<file path="config.mk">
export PLATFORM = sky130hd
export DESIGN_NAME = fifo_uart_tx
export DESIGN_NICKNAME = d
export VERILOG_FILES = /design/src/rtl/fifo_uart_pkg.sv /design/src/rtl/baud_gen.sv /design/src/rtl/fifo_uart_tx.sv
export SDC_FILE = /design/constraint.sdc
export NUM_CORES = 1
export LEC_CHECK = 0
export CAP_MARGIN = 25
export CORE_AREA = 10 10 62 64
export CTS_BUF_LIST = sky130_fd_sc_hd__clkbuf_2
export DETAILED_ROUTE_END_ITERATION = 16
export DIE_AREA = 0 0 72 74
export PLACE_DENSITY = 0.74
export SYNTH_ARGS = -nofsm -noshare
export SYNTH_HDL_FRONTEND = slang
export SYNTH_SLANG_ARGS = --single-unit
</file>
<file path="constraint.sdc">
create_clock -name clk -period 1.9 [get_ports clk]
set_input_delay 0.57 -clock clk [delete_from_list [all_inputs] [get_ports clk]]
set_output_delay 0.57 -clock clk [all_outputs]
set_load 0.005 [all_outputs]
</file>
<file path="src/rtl/fifo_uart_pkg.sv">
// -----------------------------------------------------------------------------
// fifo_uart_pkg
// Shared definitions for the FIFO-fed UART transmitter: FSM state encoding,
// default data/count widths matching the byte FIFO, and line levels for the
// start and stop bits.
// -----------------------------------------------------------------------------
package fifo_uart_pkg;

  localparam int DATA_W_DEF = 8;
  localparam int CNT_W_DEF  = 5;

  localparam logic START_BIT = 1'b0;
  localparam logic STOP_BIT  = 1'b1;

  typedef enum logic [2:0] {
    IDLE,
    REQ,
    LOAD,
    START,
    DATA,
    STOP
  } state_e;

endpackage : fifo_uart_pkg

</file>
<file path="src/rtl/baud_gen.sv">
// -----------------------------------------------------------------------------
// baud_gen
// Free-running bit-period counter. Counts 0..CLKS_PER_BIT-1 and flags the last
// cycle of each bit period. The transmitter pulses clear on every state entry
// so each state starts a fresh bit period.
//
// Ports:
//   clk      in   system clock
//   rst      in   asynchronous active-low reset
//   clear    in   restart the bit period (counter to 0 next cycle)
//   bit_tick out  high on the final cycle of a bit period
// -----------------------------------------------------------------------------
module baud_gen #(
  parameter int CLKS_PER_BIT = 16
) (
  input  logic clk,
  input  logic rst,
  input  logic clear,
  output logic bit_tick
);

  localparam int CW = (CLKS_PER_BIT > 1) ? $clog2(CLKS_PER_BIT) : 1;
  localparam logic [CW-1:0] LAST = CW'(CLKS_PER_BIT - 1);

  logic [CW-1:0] cnt_q, cnt_d;

  always_comb begin
    if (clear || cnt_q == LAST) cnt_d = '0;
    else                        cnt_d = cnt_q + 1'b1;
  end

  // NOTE: state registers use non-blocking assignments so every flop samples
  // pre-edge values regardless of process evaluation order.
  always_ff @(posedge clk or negedge rst) begin
    if (!rst) cnt_q <= '0;
    else      cnt_q <= cnt_d;
  end

  assign bit_tick = (cnt_q == LAST);

endmodule : baud_gen

</file>
<file path="src/rtl/fifo_uart_tx.sv">
// -----------------------------------------------------------------------------
// fifo_uart_tx
// Read-side consumer of the 8-bit byte FIFO. While enabled, it pops one byte
// whenever the FIFO is non-empty and sends it as an 8N1 UART frame, LSB first.
//
// Ports:
//   clk          in   system clock
//   rst          in   asynchronous active-low reset
//   tx_en        in   permit new frames to start
//   fifo_count   in   FIFO occupancy (sampled only while idle)
//   fifo_dout    in   FIFO read data, valid the cycle after fifo_en_out
//   fifo_en_out  out  single-cycle pop request
//   txd          out  registered serial line, idles high
//   busy         out  high whenever a frame is being fetched or sent
//   tx_done      out  pulse on the last cycle of the stop bit
// -----------------------------------------------------------------------------
module fifo_uart_tx
  import fifo_uart_pkg::*;
#(
  parameter int CLKS_PER_BIT = 16,
  parameter int DATA_W       = DATA_W_DEF,
  parameter int CNT_W        = CNT_W_DEF
) (
  input  logic              clk,
  input  logic              rst,
  input  logic              tx_en,
  input  logic [CNT_W-1:0]  fifo_count,
  input  logic [DATA_W-1:0] fifo_dout,
  output logic              fifo_en_out,
  output logic              txd,
  output logic              busy,
  output logic              tx_done
);

  localparam int IDX_W = (DATA_W > 1) ? $clog2(DATA_W) : 1;
  localparam logic [IDX_W-1:0] LAST_IDX = IDX_W'(DATA_W - 1);

  state_e            state_q, state_d;
  logic [DATA_W-1:0] shift_q, shift_d;
  logic [IDX_W-1:0]  bit_idx_q, bit_idx_d;
  logic              txd_q, txd_d;
  logic              bit_tick;
  logic              baud_clear;

  // Restart the bit period whenever the state is about to change.
  assign baud_clear = (state_d != state_q);

  baud_gen #(
    .CLKS_PER_BIT (CLKS_PER_BIT)
  ) u_baud_gen (
    .clk      (clk),
    .rst      (rst),
    .clear    (baud_clear),
    .bit_tick (bit_tick)
  );

  // NOTE: every signal written here gets a default first, so no path through
  // the case statement can leave a value unassigned and infer a latch.
  always_comb begin
    state_d     = state_q;
    shift_d     = shift_q;
    bit_idx_d   = bit_idx_q;
    fifo_en_out = 1'b0;
    tx_done     = 1'b0;
    busy        = (state_q != IDLE);

    unique case (state_q)
      IDLE: begin
        if (tx_en && fifo_count != '0) state_d = REQ;
      end
      REQ: begin
        fifo_en_out = 1'b1;
        state_d     = LOAD;
      end
      LOAD: begin
        shift_d   = fifo_dout;
        bit_idx_d = '0;
        state_d   = START;
      end
      START: begin
        if (bit_tick) state_d = DATA;
      end
      DATA: begin
        if (bit_tick) begin
          shift_d = shift_q >> 1;
          if (bit_idx_q == LAST_IDX) state_d = STOP;
          else                       bit_idx_d = bit_idx_q + 1'b1;
        end
      end
      STOP: begin
        if (bit_tick) begin
          tx_done = 1'b1;
          state_d = IDLE;
        end
      end
      default: state_d = IDLE;
    endcase

    // The line level is decoded from the next state and registered, so txd
    // changes exactly on state/bit boundaries and never glitches.
    unique case (state_d)
      START:   txd_d = START_BIT;
      DATA:    txd_d = shift_d[0];
      default: txd_d = STOP_BIT;
    endcase
  end

  // NOTE: the asynchronous reset forces the line high at once, abandoning any
  // frame in flight; the captured byte is deliberately dropped.
  always_ff @(posedge clk or negedge rst) begin
    if (!rst) begin
      state_q   <= IDLE;
      shift_q   <= '0;
      bit_idx_q <= '0;
      txd_q     <= STOP_BIT;
    end else begin
      state_q   <= state_d;
      shift_q   <= shift_d;
      bit_idx_q <= bit_idx_d;
      txd_q     <= txd_d;
    end
  end

  assign txd = txd_q;

endmodule : fifo_uart_tx

</file>
---- After elaboration in Yosys (flattened, before gate mapping) ----
Index checks and enable logic that the tools add are counted.
cells by class
  add/subtract/negate cells ............... 2
  muxes and demuxes ....................... 16
  bitwise logic cells ..................... 0
  order comparisons ....................... 0
  divide/modulo/power cells ............... 0
  equality and inequality tests ........... 12
  multipliers ............................. 0
  shift-type cells ........................ 0
  reduce and logical (&&, ||, !) cells .... 8
operators with widths
  kind                   count
  $mux W3                7
  $pmux W3 S6            1
  $pmux W8 S2            1
  $eq A3 B3 Y1 const B   4
  $eq A3 B2 Y1 const B   3
  $mux W8                1
  $pmux W3 S2            1
  $reduce_bool A5 Y1     1
  $add A4 B1 Y4 const B  1
  $eq A4 B4 Y1 const B   1
  $mux W4                1
  $ne A2 B2 Y1 const B   2
  $add A3 B1 Y3 const B  1
  $eq A3 B1 Y1 const B   1
  $logic_not A3 Y1       1
  $mux W1                3
  $ne A3 B3 Y1           1
  $reduce_and A3 Y1      1
  $reduce_bool A3 Y1     1
  $pmux W1 S2            1
  $reduce_and A2 Y1      1
  $reduce_bool A2 Y1     1
  $logic_and A1 B1 Y1    1
  $logic_or A1 B1 Y1     1
storage, ports and cells
  memories kept ........................... 0
  ROM bits ................................ 0
  RAM bits ................................ 0
  word-level logic and storage cells ...... 44
  input bits .............................. 16
  register bits ........................... 19
  latch bits .............................. 0
  output and inout bits ................... 4

---- Longest topological paths before layout ----
  depth after elaboration ................. 7
  depth in mapped cells ................... 8

---- By module ----
Synthesis repeated with hierarchy kept, for this count alone.
unflattened totals
  cells, all modules ...................... 92
  area total of the unflattened synthesis .. 987.2 sq um
modules (own cells, without submodules)
  module        times used  cells each  area an instance (sq um)
  fifo_uart_tx  1           79          815.8
  baud_gen      1           13          171.4

---- Worst setup path before layout ----
No wires, ideal clock.
  path kind ............................... flip-flop to flip-flop
  start point ............................. register u_baud_gen.cnt_q[0]
  end point ............................... register u_baud_gen.cnt_q[1]
  setup slack ............................. 9 ps
  required time ........................... 1,834 ps
  setup time .............................. 66 ps
  arrival time ............................ 1,825 ps
  cell stages (with the launch flop) ...... 9
  cells stage by stage .................... dfrtp_1 ha_1 and3_1 buf_6 and2_4 buf_6 a2111o_1 a21oi_2 and2_1
between the ends
  longest elaborated chain between the ends .. 6
  elaborated cells between the ends (all ways) .. 9
  classes of those cells .................. add/sub: 1; eq/ne: 2; mux: 5; reduce/logical: 1
ends and longest elaborated chain
  item                        RTL line                                                    RTL
  from (decl)                 baud_gen.sv:25                                              logic [CW-1:0] cnt_q, cnt_d;
  from (signal assigned)      baud_gen.sv:36                                              else cnt_q <= cnt_d;
  $eq A4 B4 Y1 (*)            baud_gen.sv:39                                              assign bit_tick = (cnt_q == LAST);
  $mux W3 (on tied branches)  fifo_uart_tx.sv:91, fifo_uart_tx.sv:81, fifo_uart_tx.sv:84
  $pmux W3 S6 (*)             fifo_uart_tx.sv:67                                          unique case (state_q)
  net state_d[0]              fifo_uart_tx.sv:38                                          state_e state_q, state_d;
  $ne A3 B3 Y1 (*)            fifo_uart_tx.sv:46                                          assign baud_clear = (state_d != state_q);
  $logic_or A1 B1 Y1 (*)      baud_gen.sv:28                                              if (clear || cnt_q == LAST) cnt_d = '0;
  $mux W4 (*)                 baud_gen.sv:28
  net u_baud_gen.cnt_d[1]     baud_gen.sv:25
Mark *: on every way through the listed nets, which the timed path passes. The rest lies on a longest branch.
A chain may end at the register's enable or synchronous reset.

---- Worst setup path after layout ----
  start point ............................. register u_baud_gen.cnt_q[0]
  end point ............................... register txd_q, in the netlist txd
between the ends
  longest elaborated chain between the ends .. 5
  elaborated cells between the ends (all ways) .. 10
  classes of those cells .................. eq/ne: 3; mux: 7
ends and longest elaborated chain
  item                                                 RTL line                                                    RTL
  $eq A4 B4 Y1 (*)                                     baud_gen.sv:39
  $mux W3 (on tied branches)                           fifo_uart_tx.sv:91, fifo_uart_tx.sv:81, fifo_uart_tx.sv:84
  $pmux W3 S6 (*)                                      fifo_uart_tx.sv:67
  net state_d[0]                                       fifo_uart_tx.sv:38
  $eq A3 B3 Y1 / $eq A3 B2 Y1 (equally long branches)  fifo_uart_tx.sv:101                                         unique case (state_d)
  $pmux W1 S2 (*)                                      fifo_uart_tx.sv:101
  net txd_d                                            fifo_uart_tx.sv:41                                          logic txd_q, txd_d;
  to (signal assigned)                                 fifo_uart_tx.sv:120                                         txd_q <= txd_d;
  to (decl)                                            fifo_uart_tx.sv:41
Mark *: on every way through the listed nets, which the timed path passes. The rest lies on a longest branch. The select of a mux whose other input is x is not followed.

==> impl_metrics.toml <==
[run_status]
status = "finished with violations"
failed_checks = "setup timing"

[power_and_ir_drop]
power_density_mw_per_mm2 = 1110
ir_drop_uv = 806
power_leakage_nw = 0.714

[setup_path]
cp-start-kind = "register"
reg2regPathDepth = 9
critPathRequiredTime_ns = 2.17
worst-setup-path-type = "register to register"
critPathCaptureType = "register"
cp_data_arrival_time_ns = 2.29
cp_max_fo = 6

[yosys]
synthSimpleGateAreaFrac = 0.214
syn_area_um2 = 981
synthAdderAreaFrac = 0.0383
ys_ff_latch = 19
synth.most_common_cell = "dfrtp_1"
synth_compound_area_frac = 0.172
netlist_instances = 98
synthMuxAreaShare = 0.0230
synth_edf_count = 0
synth_ff_type = "dfrtp_1"
synth_area_leaders = "dfrtp_1 46%, nand2_1 6.5%, a22oi_1 4.6%, and2_1 3.8%, ha_1 3.8%"
synth_top_family_by_area = "simple AND/OR/NAND/NOR gates"
synth_nets = 117
synth_commonest_cells = "18 x dfrtp_1, 17 x nand2_1, 6 x a22oi_1, 6 x and2_1"
synth_xor_xnor_area_share = 0.0179
yosys.cell_types.count = 35
synth_top_area_cell = "dfrtp_1"
avgSynthCellArea_um2 = 10.0
yosys_warnings = 0
ys_seq_area_frac = 0.486
synth_top_area_frac = 0.459
synth-async-reset-ratio = 1.00

[grt]
grt_max_degree = 20
grt_pass1_wl_um = 4150
antenna_found_initial = 0
grt.total_usage = 0.0956
globalRouteOverflowTotal = 0
grt_pass1_vias = 934

[cells_and_area]
multiInputGateArea_um2 = 559
nNetsFinal = 164
drive_gt1_frac = 0.396
layout.cells.non_filler = 175
final_cell_area_mm2 = 0.00152
fill_cells = 240
syn2layout_area_growth_pct = 54.6
diodes = 0
seq_area_um2 = 478

[sta]
finalSetupViolations = 9
min_period_over_period = 1.06
setup_slack_ns = -0.113
fmax_mhz = 497
max-slew-margin-rel = 0.831
fin_hold_ws_ns = 0.507
period_needed_ns = 2.01
max_slew.worst_pin.slew_ns = 0.254
finalClockSkew_ns = 0.00599
rsz0062_at_grt = "yes"
drv_slew = 0
finalHoldViolations = 0

[flow_run]
max_cap_violations = 0

[place]
gp_congestion = 0.878
place_hpwl_um = 1870
dp.cells = 160
portBuffers = 19
dpl_cell_area_mm2 = 0.00130

[cts]
cts_made_buffers = 3
clock-sinks = 19
clk_path_buf_depth = 2
clock_latency_ns = 0.33
h-tree-depth = 1
cts-root-buf = "clkbuf_2"
cts_tree = "yes"
path_clk_slew_ns = 0.19

[route]
routed_wl_um = 2750
viasPerCell = 5.22
routedWlPerCell_um = 15.7
drt_iter0_drc = 13
drc = 0
dr.pass1.iters = 4
antenna_left = 0
via_count = 914

[die]
rows = 19
dieWidth_um = 72
fp.dieH_um = 74
fp.coreArea_mm2 = 0.00266
die-area_mm2 = 0.00533
io_pins = 20
start_util = 0.368

[hold_path]
hp-class = "register to register"
min_path_cells = 2
==> stage by stage <==
step / setup TNS (ns) / setup WS (ns) / total power [mW] / util
after global placement: -0.705 / -0.128 / 1.28 / 0.489
final: -0.585 / -0.113 / 1.69 / 0.570
after CTS: -0.375 / -0.212 / 1.54 / 0.507
after detailed placement: -0.969 / -0.193 / 1.32 / 0.489
after floorplan: 0 / 0.00922 / 1.03 / -
after global routing: -1.47 / -0.202 / 1.82 / 0.570
==> worst max-delay path: stages (launching register included) <==
cell	delay, ns
dfrtp_1	0.44
ha_2	0.19
and3_4	0.15
buf_4	0.13
buf_6	0.12
and2_4	0.17
a2111o_1	0.41
buf_4	0.16
a211oi_2	0.14
a31oi_1	0.06
==> state kept, by name, summed over array words and instances, names as in the netlist <==
name	count
txd	1
u_baud_gen.cnt_q	4
bit_idx_q	3
state_q	3
shift_q	8
==> routing by layer <==
metal | up-vias | GRT usage | part of all wire
met5 | - | 0 | 0
met2 | 14 | 0.175 | 0.55
li1 | 438 | - | -
met3 | 3 | 0.0306 | 0.051
met1 | 459 | 0.102 | 0.39
met4 | 0 | 0.0323 | 0.011
==> logic make-up (layout without fill, tap and decap cells) <==
kind of cell,count (synthesis),in the layout
xor+xnor,2,2
simple gates,40,40
mux,2,2
flops,19,19
buf+inv,8,54
compound gates,24,24
fa+ha+maj,3,3
==> final timing paths <==
path                                endpoint  slack, ns                 from
min in group asynchronous       bit_idx_q[2]       0.54                  rst
worst min-delay path              shift_q[6]       0.51           shift_q[6]
max in group asynchronous                txd       1.09                  rst
worst max-delay path                     txd      -0.11  u_baud_gen.cnt_q[0]
worst max register to register           txd      -0.11  u_baud_gen.cnt_q[0]
worst min register to register    shift_q[6]       0.51           shift_q[6]
==> layout make-up <==
type,count,area share
clock buffer,4,0.0132
inverter,3,0.00743
multi-input combinational,71,0.369
sequential,19,0.315
tap,31,0.0256
timing repair buffer,47,0.270
==> placed cells by master, fill, tap and decap left out, types with 3 or more instances in the layout <==
| cell type | n |
|---|---|
| dfrtp_1 | 17 |
| and2_1 | 6 |
| o21ai_0 | 4 |
| inv_1 | 3 |
| buf_4 | 23 |
| clkdlybuf4s50_1 | 15 |
| a22oi_2 | 4 |
| nand2_1 | 17 |
| buf_6 | 6 |
| clkbuf_2 | 4 |
==> power breakdown <==
group / internal, mW / switching (mW) / leakage, nW
Combinational: 0.450 / 0.389 / 0.467
Sequential: 0.566 / 0.0946 / 0.231
Clock: 0.0557 / 0.133 / 0.0166
Total: 1.07 / 0.617 / 0.714
==> timing repair <==
item / CTS / global route
buffers inserted: 3 / 8
hold buffers: 0 / 0
setup endpoints to repair: 9 / 10
pin swaps: 4 / 9
gates resized for setup: 12 / 29
No activity file was read; power rests on OpenSTA's default activity.
